## config.mk

```make
export PLATFORM = sky130hd
export DESIGN_NAME = pwm_bank_reg
export DESIGN_NICKNAME = d
export VERILOG_FILES = /design/src/rtl/pwm_bank_reg.sv
export SDC_FILE = /design/constraint.sdc
export NUM_CORES = 2
export LEC_CHECK = 0
export CAP_MARGIN = 0
export CELL_PAD_IN_SITES_DETAIL_PLACEMENT = 0
export CELL_PAD_IN_SITES_GLOBAL_PLACEMENT = 2
export CORE_MARGIN = 2
export CORE_UTILIZATION = 39
export CTS_CLUSTER_SIZE = 16
export DETAILED_ROUTE_END_ITERATION = 7
export PLACE_DENSITY = 0.81
export SLEW_MARGIN = 0
export SYNTH_ARGS = -nofsm -noshare
export SYNTH_HDL_FRONTEND = slang
export SYNTH_SLANG_ARGS = --single-unit
```

## constraint.sdc

```tcl
create_clock -name clk -period 4.3 [get_ports clk]
set_input_delay 0.86 -clock clk [delete_from_list [all_inputs] [get_ports clk]]
set_output_delay 0.86 -clock clk [all_outputs]
set_load 0.1 [all_outputs]
```

## src/rtl/pwm_bank_reg.sv

```systemverilog
// Bank of NCH bus-mapped PWM channels. Each channel has shadow period/duty registers
// that move into the active copies at period wrap, on SYNC, or while the channel is idle.
module pwm_bank_reg #(
    parameter int NCH = 8,
    parameter int CW  = 32
) (
    input  logic           clk,
    input  logic           rst_n,
    input  logic           cs,
    input  logic [7:0]     addr,
    input  logic           rd,
    input  logic           wr,
    input  logic [31:0]    d_in,
    output logic [31:0]    d_out,
    output logic [NCH-1:0] pwm
);

    logic           wr_en;
    logic           rd_en;
    logic [3:0]     chan;
    logic [1:0]     sel;
    logic           is_global;
    logic           addr_unused;

    logic [NCH-1:0] en_q, en_d;
    logic [NCH-1:0] pol_q, pol_d;
    logic [NCH-1:0] pwm_q, pwm_d;
    logic [NCH-1:0] ch_wr;
    logic [NCH-1:0] sync_hit;
    logic [NCH-1:0] run;

    logic [CW-1:0]  per_sh_q   [NCH];
    logic [CW-1:0]  per_sh_d   [NCH];
    logic [CW-1:0]  duty_sh_q  [NCH];
    logic [CW-1:0]  duty_sh_d  [NCH];
    logic [CW-1:0]  per_act_q  [NCH];
    logic [CW-1:0]  per_act_d  [NCH];
    logic [CW-1:0]  duty_act_q [NCH];
    logic [CW-1:0]  duty_act_d [NCH];
    logic [CW-1:0]  cnt_q      [NCH];
    logic [CW-1:0]  cnt_d      [NCH];

    logic [31:0]    rd_val;
    logic [31:0]    d_out_q, d_out_d;

    // A simultaneous read and write strobe is treated as no access at all.
    assign wr_en       = cs && wr && !rd;
    assign rd_en       = cs && rd && !wr;
    assign chan        = addr[7:4];
    assign sel         = addr[3:2];
    assign is_global   = (chan == 4'hF);
    assign addr_unused = ^addr[1:0];

    always_comb begin
        ch_wr    = '0;
        sync_hit = '0;
        run      = '0;
        for (int i = 0; i < NCH; i++) begin
            ch_wr[i]    = wr_en && (chan == 4'(i));
            sync_hit[i] = wr_en && is_global && (sel == 2'd0) && d_in[i];
            // Clearing EN stops the counter at the very edge of the CTRL write.
            run[i]      = en_q[i] && !(ch_wr[i] && (sel == 2'd0) && !d_in[0]);
        end
    end

    always_comb begin
        en_d  = en_q;
        pol_d = pol_q;
        pwm_d = pwm_q;
        for (int i = 0; i < NCH; i++) begin
            per_sh_d[i]   = per_sh_q[i];
            duty_sh_d[i]  = duty_sh_q[i];
            per_act_d[i]  = per_act_q[i];
            duty_act_d[i] = duty_act_q[i];
            cnt_d[i]      = cnt_q[i];

            if (ch_wr[i]) begin
                case (sel)
                    2'd0: begin
                        en_d[i]  = d_in[0];
                        pol_d[i] = d_in[1];
                    end
                    2'd1:    per_sh_d[i]  = d_in[CW-1:0];
                    2'd2:    duty_sh_d[i] = d_in[CW-1:0];
                    default: ;
                endcase
            end

            // Active copies read the old shadow values, so a same-edge shadow write waits a period.
            if (!run[i] || sync_hit[i] || (per_act_q[i] == '0) ||
                (cnt_q[i] == per_act_q[i] - CW'(1))) begin
                cnt_d[i]      = '0;
                per_act_d[i]  = per_sh_q[i];
                duty_act_d[i] = duty_sh_q[i];
            end else begin
                cnt_d[i] = cnt_q[i] + CW'(1);
            end

            if (!en_q[i] || (per_act_q[i] == '0))
                pwm_d[i] = pol_q[i];
            else
                pwm_d[i] = (cnt_q[i] < duty_act_q[i]) ^ pol_q[i];
        end
    end

    always_comb begin
        rd_val = '0;
        if (is_global) begin
            if (sel == 2'd1)
                rd_val = {16'h0, 8'(NCH), 8'(CW)};
        end else begin
            for (int i = 0; i < NCH; i++) begin
                if (chan == 4'(i)) begin
                    case (sel)
                        2'd0:    rd_val[1:0]    = {pol_q[i], en_q[i]};
                        2'd1:    rd_val[CW-1:0] = per_sh_q[i];
                        2'd2:    rd_val[CW-1:0] = duty_sh_q[i];
                        default: rd_val[CW-1:0] = cnt_q[i];
                    endcase
                end
            end
        end
        d_out_d = rd_en ? rd_val : d_out_q;
    end

    always_ff @(posedge clk) begin
        if (!rst_n) begin
            en_q    <= '0;
            pol_q   <= '0;
            pwm_q   <= '0;
            d_out_q <= '0;
            for (int i = 0; i < NCH; i++) begin
                per_sh_q[i]   <= '0;
                duty_sh_q[i]  <= '0;
                per_act_q[i]  <= '0;
                duty_act_q[i] <= '0;
                cnt_q[i]      <= '0;
            end
        end else begin
            en_q       <= en_d;
            pol_q      <= pol_d;
            pwm_q      <= pwm_d;
            d_out_q    <= d_out_d;
            per_sh_q   <= per_sh_d;
            duty_sh_q  <= duty_sh_d;
            per_act_q  <= per_act_d;
            duty_act_q <= duty_act_d;
            cnt_q      <= cnt_d;
        end
    end

    assign d_out = d_out_q;
    assign pwm   = pwm_q;

endmodule

```

==> results.ini <==
[placement]
io_buffer_count = 82
gp_congestion = 0.988
dp_hpwl_um = 201000

[clock_tree]
root_buffer = clkbuf_16
clock_latency_ps = 830
cts.clk_slew.worst_paths_ps = 60
cts_tree = yes
clock-sinks = 1336
clock_path_buffers = 3
cts_buffers = 162
h-tree-depth = 4

[die]
dieArea_um2 = 188000
pin_count = 85
core_um2 = 183000
start_util = 0.392
rows = 157
die_y_um = 433
die_x_um = 433

[route]
routed_wl_um = 290000
via_per_inst = 5.70
vias = 66100
firstDrtPassIters = 7
antenna_left = 0
wl_per_cell_um = 25.0
drc = 0
dr.first_iter.drc_count = 6636

[setup_path]
required_ps = 5000
critPathArrivalTime_ps = 4790
criticalPathCategory = reg2reg
cp-start-kind = register
end_kind = register
critPathMaxFanout = 48

[sta]
drv_slew = 0
setup_viol = 0
timing.slew.headroom = 0.109
setup_tns_ps = 0
fin_worst_skew_ps = 33.9
min_period_ps = 4100
worst_pin_slew_ps = 1330
min_period_over_period = 0.952
fmax_ghz = 0.244
rsz0062_at_grt = false
finalHoldViolCount = 0
holdWs_ps = 456

[synth]
ys_async_sr_fraction = 0
synth_seq_cells = 1336
ys_seq_area_frac = 0.372
ys.flop_type = dfxtp_1
yosys_warnings = 0
synth_cells = 9095
synthXorXnorAreaFrac = 0.0664
syn_nets = 9412
synth_adder_area_share = 0.0474
synth_mux_area_frac = 0.0604
synth.distinct_cells = 90
yosys.area_share.simple = 0.226
synth.avg_cell_area_um2 = 7.90
synth_compound_area_frac = 0.168
synth_edf_count = 0
synth_top_family_by_area = simple AND/OR/NAND/NOR gates
synth_area_um2 = 71800

[power_and_ir_drop]
finalPower_mw = 28.0
powerDensity_nw_per_um2 = 342
p_leak_nw = 29.5
ir_drop_uv = 332

[global_route]
busiest_layer = met2
grt_pass1_vias = 61500
grtUsageMet3 = 0.0414
antenna_found_initial = 23
grt_use_met1 = 0.415
grt_max_degree = 148
globalRouteTotalUtil = 0.302
met2_usage = 0.467
grt_overflow = 0
grt_pass1_wl_um = 424000

[finish]
fin_util = 0.447
syn_to_final_growth_pct = 13.9
drive_above_1_share = 0.106
regArea_um2 = 26700
n_fill_cell = 18400
multi_input_area_um2 = 40900
mostFrequentLayoutCell = nand2_1
mostFrequentLayoutCells = nand2_1, dfxtp_1, a21oi_1
nets = 9305

[hold_path]
hp-class = reg2reg

[run]
cap_violations = 0

[outcome]
status = completed

==> worst paths after layout <==
check	depth (start not counted)	to	slack (ps)	startpoint
worst max-delay path	10	duty_act_q[222]	200	per_act_q[197]
worst min-delay path	2	duty_act_q[191]	460	duty_sh_q[191]
worst max register to register	10	duty_act_q[222]	200	per_act_q[197]
worst min register to register	2	duty_act_q[191]	460	duty_sh_q[191]
==> metrics by stage <==
stage               cells  worst slack (ps)  area (µm²)
floorplan            9095               537       71800
global placement    11300             -59.6       76300
finish              11600               205       81800
detailed placement  11300             -35.0       76300
global route        11600              14.0       81800
CTS                 11600              24.8       81800
==> kinds of logic after synthesis <==
family          after synthesis
compound gates             1952
xor+xnor                    543
fa+ha+maj                   272
buf+inv                    1071
flops                      1336
mux                         385
simple gates               3536
==> cell type report <==
| cell class | instances | share of cell area |
|---|---|---|
| Clock buffer | 233 | 0.0587 |
| Inverter | 329 | 0.0152 |
| Sequential cell | 1336 | 0.327 |
| Timing Repair Buffer | 471 | 0.0531 |
| Tap cell | 2464 | 0.0377 |
| Multi-Input combinational cell | 6688 | 0.500 |
| Clock inverter | 64 | 0.00774 |
| Antenna cell | 10 | 0.000306 |
==> registers in the layout, indices dropped and copies added (netlist names) <==
register,flops
per_sh_q,256
cnt_q,256
duty_act_q,256
per_act_q,256
d_out,32
duty_sh_q,256
pwm,8
pol_q,8
en_q,8
==> worst max-delay path, cell delays in order, from the launching register on <==
cell and delay [ps]:
dfxtp_1 390, nor4_2 690, nand4_1 430, nor4_1 350
xnor2_1 250, o2111ai_1 200, or4_1 580, o41ai_4 340
buf_12 380, mux2i_1 250, nor2_1 50
==> layer usage <==
layer,wire [µm],share of wire
met4,14300,0.049
met3,17200,0.059
met5,52,0.00018
met2,127000,0.44
met1,131000,0.45
==> synthesized netlist by cell type, drive strengths merged (211+ instances only) <==
cell type,number,area share
a21oi,690,0.048
clkbuf,635,0.033
dfxtp,1336,0.37
ha,272,0.047
inv,329,0.017
mux2,211,0.033
nand2,1669,0.087
nand3,544,0.038
nor2,478,0.025
o21ai,409,0.029
xnor2,310,0.038
xor2,232,0.028
==> what timing repair did <==
item	in CTS	in global routing
hold endpoints to repair	0	0
setup buffers	0	3
hold buffers	0	0
gates resized for setup	0	1
endpoints found under the setup margin	0	130
==> power by group <==
group | leakage, nW | switching [mW] | internal, mW
sequential | 10.8 | 0.0236 | 12.4
clock | 2.71 | 5.81 | 8.31
combinational | 16.0 | 1.10 | 0.314
total | 29.5 | 6.93 | 21.0
Note: power is estimated with default switching activity, not from simulation.
